## src/rtl/count_game_ctrl.sv

```systemverilog
// Match sequencer for the up/down game counter: runs rounds of CLEAR/LOAD/RUN/SETTLE, tallies WHO, reports a result.
// All outputs registered; start->clear is 1 cycle; no backpressure (start ignored while busy, abort forces DONE).
module count_game_ctrl #(
  parameter int ROUND_W = 4,
  parameter int TIMEOUT = 1024
) (
  input  logic               clk,
  input  logic               rst,
  input  logic               start,
  input  logic               abort,
  input  logic [ROUND_W-1:0] cfg_rounds,
  input  logic [3:0]         cfg_init,
  input  logic [1:0]         cfg_mode,
  input  logic               cfg_rotate,
  input  logic               gameover,
  input  logic [1:0]         who,
  output logic               clear,
  output logic               init,
  output logic [3:0]         initial_value,
  output logic [1:0]         control,
  output logic               busy,
  output logic [ROUND_W-1:0] round_idx,
  output logic [ROUND_W-1:0] win_tally,
  output logic [ROUND_W-1:0] lose_tally,
  output logic               done,
  output logic [1:0]         result,
  output logic               timeout
);

  localparam int CW = $clog2(TIMEOUT);
  localparam logic [CW-1:0] CNT_LAST = CW'(TIMEOUT - 1);

  typedef enum logic [2:0] {IDLE, CLEAR, LOAD, RUN, SETTLE, DONE} state_t;

  state_t state, state_n;

  logic [ROUND_W-1:0] lat_rounds;
  logic [3:0]         lat_init;
  logic [1:0]         lat_mode;
  logic               lat_rotate;
  logic [CW-1:0]      cnt;

  logic [ROUND_W-1:0] round_n, win_n, lose_n;
  logic [1:0]         result_n;
  logic               timeout_n;
  logic               latch;
  logic [1:0]         ctl_n;
  logic               last_round;

  // lat_rounds already holds the effective count (0 mapped to 1), so this never underflows
  assign last_round = (round_idx == lat_rounds - 1'b1);

  always_comb begin
    state_n   = state;
    round_n   = round_idx;
    win_n     = win_tally;
    lose_n    = lose_tally;
    result_n  = result;
    timeout_n = timeout;
    latch     = 1'b0;
    ctl_n     = 2'b00;

    case (state)
      IDLE: begin
        if (start) begin
          latch     = 1'b1;
          round_n   = '0;
          win_n     = '0;
          lose_n    = '0;
          result_n  = 2'b00;
          timeout_n = 1'b0;
          state_n   = CLEAR;
        end
      end
      CLEAR: state_n = LOAD;
      LOAD:  state_n = RUN;
      RUN: begin
        if (gameover) begin
          if (who == 2'b10)      win_n  = win_tally + 1'b1;
          else if (who == 2'b01) lose_n = lose_tally + 1'b1;
          state_n = SETTLE;
        end else if (cnt == CNT_LAST) begin
          timeout_n = 1'b1;
          state_n   = DONE;
        end
      end
      SETTLE: begin
        if (!gameover) begin
          if (last_round) begin
            state_n = DONE;
            if (win_tally > lose_tally)      result_n = 2'b10;
            else if (lose_tally > win_tally) result_n = 2'b01;
            else                             result_n = 2'b11;
          end else begin
            round_n = round_idx + 1'b1;
            state_n = CLEAR;
          end
        end
      end
      DONE:    state_n = IDLE;
      default: state_n = IDLE;
    endcase

    // abort beats a same-cycle gameover or timeout: nothing recorded, result stays 00
    if (abort && state != IDLE && state != DONE) begin
      state_n   = DONE;
      round_n   = round_idx;
      win_n     = win_tally;
      lose_n    = lose_tally;
      result_n  = 2'b00;
      timeout_n = timeout;
    end

    if (state_n == LOAD || state_n == RUN || state_n == SETTLE)
      ctl_n = lat_rotate ? (lat_mode + round_n[1:0]) : lat_mode;
  end

  always_ff @(posedge clk or posedge rst) begin
    if (rst) state <= IDLE;
    else     state <= state_n;
  end

  always_ff @(posedge clk or posedge rst) begin
    if (rst) begin
      lat_rounds    <= '0;
      lat_init      <= '0;
      lat_mode      <= '0;
      lat_rotate    <= 1'b0;
      cnt           <= '0;
      clear         <= 1'b0;
      init          <= 1'b0;
      initial_value <= '0;
      control       <= '0;
      busy          <= 1'b0;
      round_idx     <= '0;
      win_tally     <= '0;
      lose_tally    <= '0;
      done          <= 1'b0;
      result        <= '0;
      timeout       <= 1'b0;
    end else begin
      if (latch) begin
        lat_rounds <= (cfg_rounds == '0) ? ROUND_W'(1) : cfg_rounds;
        lat_init   <= cfg_init;
        lat_mode   <= cfg_mode;
        lat_rotate <= cfg_rotate;
      end
      cnt           <= (state == RUN) ? cnt + 1'b1 : '0;
      clear         <= (state_n == CLEAR);
      init          <= (state_n == LOAD);
      initial_value <= (state_n == LOAD) ? lat_init : 4'd0;
      control       <= ctl_n;
      busy          <= (state_n != IDLE);
      round_idx     <= round_n;
      win_tally     <= win_n;
      lose_tally    <= lose_n;
      done          <= (state_n == DONE);
      result        <= result_n;
      timeout       <= timeout_n;
    end
  end

endmodule

```

## config.mk

```make
export PLATFORM = sky130hd
export DESIGN_NAME = count_game_ctrl
export DESIGN_NICKNAME = d
export VERILOG_FILES = /design/src/rtl/count_game_ctrl.sv
export SDC_FILE = /design/constraint.sdc
export NUM_CORES = 1
export LEC_CHECK = 0
export ABC_AREA = 1
export BUFFER_PORTS_ARGS = -buffer_cell sky130_fd_sc_hd__buf_4
export CORE_MARGIN = 2
export CORE_UTILIZATION = 30
export DETAILED_ROUTE_END_ITERATION = 8
export HOLD_SLACK_MARGIN = 0.15
export PLACE_DENSITY_LB_ADDON = 0.08
export REMOVE_ABC_BUFFERS = 1
export SYNTH_ARGS = -nofsm -noshare
export SYNTH_HDL_FRONTEND = slang
export SYNTH_SLANG_ARGS = --single-unit
```

## constraint.sdc

```tcl
create_clock -name clk -period 4.1 [get_ports clk]
set_clock_uncertainty 0.1 [all_clocks]
set_input_delay 0.82 -clock clk [delete_from_list [all_inputs] [get_ports clk]]
set_output_delay 0.82 -clock clk [all_outputs]
set_load 0.02 [all_outputs]
```

==> flow_summary.yaml, run 1 <==
timing:
  timing.fmax_mhz: 407
  final_max_slew_viol_count: 0
  finalHoldViolCount: 0
  finalSetupTns_ns: 0
  worst_hold_slack_ns: 0.374
  maxSlewHeadroom_pct: 72.4
  setup_violations: 0
  min_period_over_period_pct: 59.9
  worstMarginPinSlew_ns: 0.413
  rsz0062_at_grt: "no"
  final.min_clock_period_ns: 2.46
clocking:
  h-tree-depth: 2
  clockBufferDepth: 2
  clk_pin_slew_ns: 0.10
  worstSkewPairLatency_ns: 0.30
  numCtsBuffers: 5
  cts_tree: "done"
  cts_setup_buffers: 0
  cts.sinks: 49
  cts_hold_buf: 0
  cts.repair.resized: 0
  root_buffer: "clkbuf_8"
routing:
  vias_per_cell: 4.46
  drtIter0Drc: 55
  route.detailed.drc: 0
  firstDrtPassIters: 4
  wl_per_cell_um: 12.1
  routed-via-count: 1933
  drt_wl_total_mm: 5.25
  drt.antenna.violating_nets: 0
hold_path:
  hold_class: "register to register"
synth:
  synth-simple-area-share_pct: 24.3
  syn_area_per_cell_um2: 8.57
  ys_types: 29
  synthMuxAreaShare_pct: 0.414
  synth_xor_area_share_pct: 2.54
  synth_top_family_by_area: "simple AND/OR/NAND/NOR gates"
  synth_area_um2: 2420
  synth-seq-cells: 49
  synthAdderAreaFrac_pct: 5.18
  yosysWarnings: 0
  synth-seq-area-share_pct: 50.8
  syn_inst: 282
  synth_compound_area_share_pct: 9.22
setup_path:
  crit_type: "register to register"
  path_max_fanout: 5
  cp_data_required_time_ns: 4.24
  arrival_ns: 2.60
  worst_setup_path_start_kind: "register"
  endpoint_kind: "register"
grt:
  grt_usage_pct: 13.1
  grt_pass1_wl_mm: 8.91
  antenna_found_initial: 0
  grt_max_degree: 32
  grt_pass1_vias: 1814
  gr-total-overflow: 0
floorplanning:
  die_x_um: 93.7
  std_cell_rows: 32
  dieArea_um2: 8790
  initial_core_util_pct: 31.1
  ios: 43
  fp.coreArea_um2: 7770
  fp.dieH_um: 93.7
finish:
  nets: 358
  n_fill_cell: 848
  final_area_um2: 2970
  final_cell_mix: "nand2_1 (59), dfrtp_1 (49), buf_4 (44)"
  syn_to_final_growth_pct: 22.9
  fin_util_pct: 38.2
  n_antenna_cell: 0
  drive_gt1_share_pct: 20.8
  mostFrequentLayoutCell: "nand2_1"
placed_design:
  dpl.hpwl_mm: 3.85
  place_congestion: 0.805
  dpl-instance-area_um2: 2860
  io_buffers: 42
power:
  leakage_nw: 1.54
  ir_worst_vdd_v: 0.000268
  p_per_area_nw_per_um2: 660
run_status:
  outcome: "completed"
job:
  maxCapViolations: 0
critical path, cell delays in order (launching register included):
cell and delay (ns):
dfrtp_1 0.43, nor2_1 0.23, inv_1 0.11, nor2_1 0.30, nand3_1 0.16, nand3_1 0.12
inv_1 0.08, o21ai_0 0.24, ha_1 0.22, inv_1 0.04, nand3_1 0.10, nand3_1 0.08
nand2_1 0.06, nand2_1 0.05, nor2_1 0.08
report_power, final:
group | total [W] | internal (W) | switching [W]
clock network | 0.000357 | 0.000183 | 0.000174
registers | 0.000732 | 0.000625 | 0.000107
logic | 0.000871 | 0.000321 | 0.000550
total | 0.00196 | 0.00113 | 0.000831
state kept, by name, summed over array words and instances, names as in the netlist, 2 cells and up:
signal         count
lat_rounds         4
win_tally          4
round_idx          4
cnt               10
control            2
result             2
lat_mode           2
lose_tally         4
initial_value      4
lat_init           4
state              3
synth_stat cells (all sizes together):
| master | n | area, µm² |
|---|---|---|
| o211ai | 1 | 7.51 |
| nand2 | 63 | 246 |
| and3 | 1 | 6.26 |
| nor3 | 6 | 30.0 |
| a22o | 1 | 10.0 |
| xor2 | 6 | 52.6 |
| o31ai | 1 | 7.51 |
| inv | 44 | 165 |
| or2 | 1 | 6.26 |
| nor4 | 1 | 6.26 |
| nor2 | 28 | 125 |
| ha | 10 | 125 |
| xnor2 | 1 | 8.76 |
| buf | 1 | 11.3 |
| o21a | 1 | 7.51 |
| clkbuf | 2 | 7.51 |
| nand4 | 7 | 43.8 |
| nand3 | 22 | 123 |
| mux2i | 1 | 10.0 |
| a21oi | 15 | 90.1 |
| dfrtp | 49 | 1230 |
| o21ai | 20 | 100 |
cell type report:
class / count / area, µm² / area share (%)
Multi-Input combinational cell: 186 / 1010 / 33.9
Timing Repair Buffer: 44 / 330 / 11.1
Clock inverter: 3 / 46.3 / 1.56
Tap cell: 102 / 128 / 4.30
Sequential cell: 49 / 1230 / 41.3
Clock buffer: 5 / 68.8 / 2.32
Inverter: 44 / 165 / 5.56
cells by family (layout without fill, tap and decap cells):
kind of cell | after synthesis | count (layout)
flip-flops | 49 | 49
XOR/XNOR | 7 | 7
buffers and inverters | 47 | 96
multiplexers | 1 | 1
adder cells (fa/ha/maj) | 10 | 10
AO/OA/AOI/OAI | 39 | 39
AND/OR/NAND/NOR | 129 | 129
path summary, 6_finish.rpt:
kind	endpoint	slack, ns	depth (start not counted)	start
setup / recovery	control[1]	1.64	14	state[0]
hold / removal	cnt[0]	0.37	1	cnt[0]
setup reg to reg	control[1]	1.64	14	state[0]
hold reg to reg	cnt[0]	0.37	1	cnt[0]
max in group asynchronous	lose_tally[3]	2.75	3	rst
min in group asynchronous	initial_value[0]	0.40	2	rst
metal layers:
| layer | GRT usage (%) | share of wire (%) | up-vias |
|---|---|---|---|
| li1 | - | - | 1001 |
| met1 | 18.4 | 50 | 895 |
| met2 | 20.0 | 45 | 31 |
| met4 | 3.62 | 1.2 | 0 |
| met3 | 3.13 | 3.7 | 6 |
| met5 | 0 | 0 | - |
metrics by stage:
| stage | worst slack (ns) | cells | power [W] |
|---|---|---|---|
| finish | 1.64 | 433 | 0.00196 |
| global route | 1.32 | 433 | 0.00215 |
| global placement | 1.70 | 425 | 0.00162 |
| detailed placement | 1.67 | 425 | 0.00162 |
| CTS | 1.62 | 433 | 0.00199 |
| floorplan | 1.78 | 279 | 0.00134 |
No activity file was read; power rests on OpenSTA's default activity.
==> inputs of run 2 (changes only) <==
==> constraint.sdc (replaced) <==
create_clock -name clk -period 2.4 [get_ports clk]
set_clock_uncertainty 0.1 [all_clocks]
set_input_delay 0.48 -clock clk [delete_from_list [all_inputs] [get_ports clk]]
set_output_delay 0.48 -clock clk [all_outputs]
set_load 0.02 [all_outputs]
==> flow_summary.yaml, run 2 (synthesized netlist as in run 1, its figures left out) <==
power:
  p_sw_share_pct: 40.9
  p_int_w: 0.00212
  power_frac_clock_pct: 19.5
  switchingPower_w: 0.00147
  p_comb_share_pct: 45.6
  p_per_area_nw_per_um2: 1160
  ir_worst_vdd_v: 0.000414
  p_seq_share_pct: 34.9
  power_w: 0.00359
  leakage_nw: 1.60
setup_path:
  crit_slowest_cell: "dfrtp_1"
  cp_data_required_time_ns: 2.54
  cp_num_buf_inv: 3
  r2r-end: "control[1]"
  worst_setup_path_start_kind: "register"
  critPathTopFamily: "simple AND/OR/NAND/NOR gates"
  reg2reg_slack_ns: 0.20
  path_cells: "inv_2, ha_4, xor2_1, nand2_1, nor2_2, nand3_2, nand3_2, inv_2, o21ai_2, ha_2, inv_1, nand3_2, nand3_1, nand2_1, nand2_1, nor2_2"
  rr_worst_depth: 16
  arrival_ns: 2.34
  endpoint_kind: "register"
  crit_path_max_incr_delay_ns: 0.37
  crit_type: "register to register"
  path_max_fanout: 4
  r2r-start: "lat_rounds[0]"
finish:
  largest_register_ffs: 10
  fin_util_pct: 40.0
  nets: 365
  syn_to_final_growth_pct: 28.5
  final_cell_mix: "nand2_1 (59), dfrtp_1 (49), buf_4 (49)"
  drive_gt1_share_pct: 26.0
  n_antenna_cell: 0
  regMostFlops: "cnt"
  mostFrequentLayoutCell: "nand2_1"
timing:
  worstMarginPinSlew_ns: 0.309
  finalHoldViolCount: 0
  finalSetupTns_ns: 0
  final.min_clock_period_ns: 2.20
  final_max_slew_viol_count: 0
  min_period_over_period_pct: 91.6
  timing.fmax_mhz: 455
  setup_violations: 0
  maxSlewHeadroom_pct: 79.2
floorplanning:
  ios: 43
  initial_core_util_pct: 31.1
  std_cell_rows: 32
  die_x_um: 93.7
  fp.dieH_um: 93.7
  dieArea_um2: 8790
  fp.coreArea_um2: 7770
clocking:
  numCtsBuffers: 5
  clockBufferDepth: 2
  cts_tree: "done"
  h-tree-depth: 2
  clk_pin_slew_ns: 0.09
  worstSkewPairLatency_ns: 0.30
  root_buffer: "clkbuf_8"
  cts.sinks: 49
routing:
  drt.antenna.violating_nets: 0
  vias_per_cell: 4.43
  wl_per_cell_um: 12.0
  drt_wl_total_mm: 5.27
  routed-via-count: 1950
  firstDrtPassIters: 4
  route.detailed.drc: 0
  drtIter0Drc: 63
hold_path:
  min_to: "lat_rounds[3]"
  hold_depth: 3
  min_from: "cfg_rounds[3]"
  hold_class: "input port to register"
job:
  maxCapViolations: 0
grt:
  gr-total-overflow: 0
  grt_max_degree: 50
  grt_pass1_wl_mm: 8.80
  grt_pass1_vias: 1840
  grt_usage_pct: 12.6
  antenna_found_initial: 0
placed_design:
  dpl.hpwl_mm: 3.77
  io_buffers: 42
  place_congestion: 0.764
run_status:
  outcome: "completed"
-- run 2: cell types whose count changed in the layout (fill, tap and decap cells not counted), sizes merged --
| cell | delta |
|---|---|
| buf | +6 |
| bufinv | +1 |
| clkinvlp | -1 |
| dlygate4sd3 | +1 |
-- run 2: power by group through the flow --
stage / Sequential [W] / Combinational [W] / Clock (W)
2_1_floorplan: 0.00138 / 0.000903 / 0
3_3_place_gp: 0.00127 / 0.00152 / 0
3_5_place_dp: 0.00127 / 0.00154 / 0
4_1_cts: 0.00125 / 0.00155 / 0.000725
5_1_grt: 0.00129 / 0.00187 / 0.000751
6_report: 0.00125 / 0.00164 / 0.000700
-- run 2: timing repair --
action | 4_1_cts | 5_1_grt
setup endpoints to repair | 1 | 2
hold buffers | 1 | 0
cloned | 0 | 0
pin swaps | 0 | 5
setup buffers | 0 | 3
endpoints found under the hold margin | 49 | 0
gates resized for setup | 1 | 14
-- run 2: how the worst max path moves through the flow --
stage,from,endpoint,slack (ns),cells after the start
floorplan,state[1],control[1],0.22,8
CTS,lat_rounds[0],control[1],0.04,16
global placement,lat_rounds[0],control[1],0.1,15
global route,lat_rounds[0],control[1],-0.03,19
finish,lat_rounds[0],control[1],0.20,16
detailed placement,lat_rounds[0],control[1],-0.04,16
-- run 2: stage by stage --
| stage | cell area, µm² | setup WS (ns) | std cells | hold WS (ns) |
|---|---|---|---|---|
| after floorplan | 2400 | 0.219 | 279 | 0.333 |
| after global placement | 2890 | 0.0969 | 428 | 0.357 |
| after detailed placement | 2890 | -0.0368 | 428 | 0.360 |
| after CTS | 3030 | 0.0425 | 437 | 0.273 |
| after global routing | 3100 | -0.0270 | 440 | 0.269 |
| final | 3100 | 0.201 | 440 | 0.279 |
-- run 2: routing by layer --
layer  vias up  GRT usage, %  wire length, µm
met5         -             0                0
met3         7          2.81              187
li1       1022             -                -
met2        28          20.3             2480
met4         0          2.90               51
met1       893          17.4             2560
-- run 2: cell type report --
class                           instances  area, µm²
Tap cell                              102        128
Timing Repair Buffer                   51        398
Multi-Input combinational cell        186       1050
Sequential cell                        49       1230
Inverter                               44        165
Fill cell                             835       4660
Clock inverter                          3       65.1
Clock buffer                            5       68.8
-- run 2: worst register-to-register path: stages, from the launching register on --
cell     delay (ns)
dfrtp_1        0.37
inv_2          0.07
ha_4           0.26
xor2_1         0.14
nand2_1        0.07
nor2_2         0.11
nand3_2        0.09
nand3_2        0.09
inv_2          0.06
o21ai_2        0.17
ha_2           0.20
inv_1          0.05
nand3_2        0.07
nand3_1        0.08
nand2_1        0.06
nand2_1        0.05
nor2_2         0.10
==> inputs of run 3 (changes only) <==
--- a/config.mk
+++ b/config.mk
@@ -7,12 +7,14 @@
 export LEC_CHECK = 0
 export ABC_AREA = 1
 export BUFFER_PORTS_ARGS = -buffer_cell sky130_fd_sc_hd__buf_4
-export CORE_MARGIN = 2
+export CORE_ASPECT_RATIO = 1.1
+export CORE_MARGIN = 1.5
 export CORE_UTILIZATION = 30
 export DETAILED_ROUTE_END_ITERATION = 8
 export HOLD_SLACK_MARGIN = 0.15
 export PLACE_DENSITY_LB_ADDON = 0.08
 export REMOVE_ABC_BUFFERS = 1
+export SKIP_CTS_REPAIR_TIMING = 1
 export SYNTH_ARGS = -nofsm -noshare
 export SYNTH_HDL_FRONTEND = slang
 export SYNTH_SLANG_ARGS = --single-unit
==> flow_summary.yaml, run 3 (synthesized netlist as in run 1, its figures left out) <==
run_status:
  outcome: "completed"
placed_design:
  preCtsSetupSlack_ns: 0.0588
  dpl.hpwl_mm: 3.80
  place_congestion: 0.827
  dpl-instance-area_um2: 2910
  dp.cells: 435
  io_buffers: 42
grt:
  antenna_found_initial: 0
  grt_pass1_vias: 1898
  grt_usage_pct: 13.2
  gr-total-overflow: 0
  grt_pass1_wl_mm: 8.80
  grt_max_degree: 29
finish:
  drive_gt1_share_pct: 25.3
  largest_register_ffs: 10
  fin_cells: 444
  final_cell_mix: "nand2_1 (58), dfrtp_1 (49), buf_4 (47)"
  syn_to_final_growth_pct: 28.1
  nets: 363
  final_area_um2: 3090
  regMostFlops: "cnt"
  n_antenna_cell: 0
  fin_util_pct: 39.3
  mostFrequentLayoutCell: "nand2_1"
job:
  maxCapViolations: 0
power:
  p_seq_share_pct: 35.0
  p_per_area_nw_per_um2: 1160
  power_frac_clock_pct: 20.0
  p_comb_share_pct: 45.0
  power_w: 0.00358
  switchingPower_w: 0.00147
  p_int_w: 0.00211
  leakage_nw: 1.59
  p_sw_share_pct: 41.1
  ir_worst_vdd_v: 0.000349
routing:
  routed-via-count: 1944
  vias_per_cell: 4.38
  drt_wl_total_mm: 5.24
  route.detailed.drc: 0
  wl_per_cell_um: 11.8
  firstDrtPassIters: 5
  drt.antenna.violating_nets: 0
  drtIter0Drc: 70
timing:
  setup_violations: 0
  final.min_clock_period_ns: 2.17
  final_max_slew_viol_count: 0
  maxSlewHeadroom_pct: 66.8
  timing.fmax_mhz: 460
  min_period_over_period_pct: 90.6
  worst_slack_ns: 0.226
  worstMarginPinSlew_ns: 0.498
  finalHoldViolCount: 0
clocking:
  clockBufferDepth: 2
  cts_tree: "done"
  cts.sinks: 49
  h-tree-depth: 2
  worstSkewPairLatency_ns: 0.31
  clk_pin_slew_ns: 0.10
  numCtsBuffers: 5
  root_buffer: "clkbuf_8"
setup_path:
  critPathTopFamily: "simple AND/OR/NAND/NOR gates"
  crit_type: "register to register"
  crit_path_max_incr_delay_ns: 0.41
  endpoint_kind: "register"
  worst-path-stages: 16
  arrival_ns: 2.27
  worst_path_most_repeated_cell: "nor2_1"
  r2r-end: "control[1]"
  rr_worst_depth: 16
  worstSetupStartpoint: "state[1]"
  reg2reg_slack_ns: 0.23
  cp_data_required_time_ns: 2.50
  endpoint: "control[1]"
  path_cells: "nor2_1, buf_4, nand2_2, nand3_4, nand2_2, nor2_1, nand3_2, inv_2, o21ai_2, ha_2, inv_1, nand3_2, nand3_1, nand2_1, nand2_1, nor2_1"
  path_max_fanout: 4
  worst_setup_path_start_kind: "register"
  crit_slowest_cell: "dfrtp_1"
  r2r-start: "state[1]"
  cp_num_buf_inv: 3
floorplanning:
  std_cell_rows: 34
  initial_core_util_pct: 30.7
  fp.dieH_um: 97.1
  die_x_um: 88.6
  fp.coreArea_um2: 7870
  dieArea_um2: 8600
  ios: 43
hold_path:
  hold_class: "input port to register"
==> run 3: power by group through the flow <==
stage | logic, W | clock network, W | registers, W
5_1_grt | 0.00183 | 0.000772 | 0.00129
4_1_cts | 0.00156 | 0.000736 | 0.00125
3_5_place_dp | 0.00154 | 0 | 0.00127
3_3_place_gp | 0.00154 | 0 | 0.00127
6_report | 0.00161 | 0.000717 | 0.00125
2_1_floorplan | 0.000903 | 0 | 0.00138
==> run 3: cell type report <==
type	instances	area, µm²
Clock buffer	5	68.8
Clock inverter	3	68.8
Fill cell	831	4780
Inverter	44	165
Multi-Input combinational cell	186	1050
Sequential cell	49	1230
Tap cell	108	135
Timing Repair Buffer	49	383
==> run 3: worst reg2reg max path, delay by kind of cell, from the launching register on <==
| kind | cells | cell delay [ns] |
|---|---|---|
| adders and majority gates | 1 | 0.18 |
| DFF | 1 | 0.41 |
| buffers and inverters | 3 | 0.31 |
| and+or+nand+nor | 11 | 0.98 |
| AOI/OAI and AO/OA | 1 | 0.08 |
==> run 3: worst min-delay path by stage <==
| stage | endpoint | slack [ns] | start | cells after the start |
|---|---|---|---|---|
| after floorplan | cnt[0] | 0.33 | cnt[0] | 1 |
| after global placement | cnt[0] | 0.35 | cnt[0] | 1 |
| after detailed placement | cnt[0] | 0.35 | cnt[0] | 1 |
| after global routing | lat_init[3] | 0.27 | cfg_init[3] | 3 |
| after CTS | initial_value[1] | 0.10 | rst | 2 |
| final | lat_mode[0] | 0.26 | cfg_mode[0] | 3 |
==> run 3: layer usage <==
metal | part of all wire, % | GRT usage, % | up-vias
met2 | 47 | 20.0 | 27
met5 | 0 | 0 | -
met1 | 48 | 18.6 | 897
li1 | - | - | 1014
met4 | 1.2 | 3.97 | 0
met3 | 3.2 | 3.14 | 6
==> run 3: stage by stage <==
step | hold WS [ns] | TNS [ns]
after floorplan | 0.333 | 0
after global placement | 0.353 | 0
after detailed placement | 0.352 | 0
after CTS | 0.103 | 0
after global routing | 0.271 | -0.0145
final | 0.264 | 0
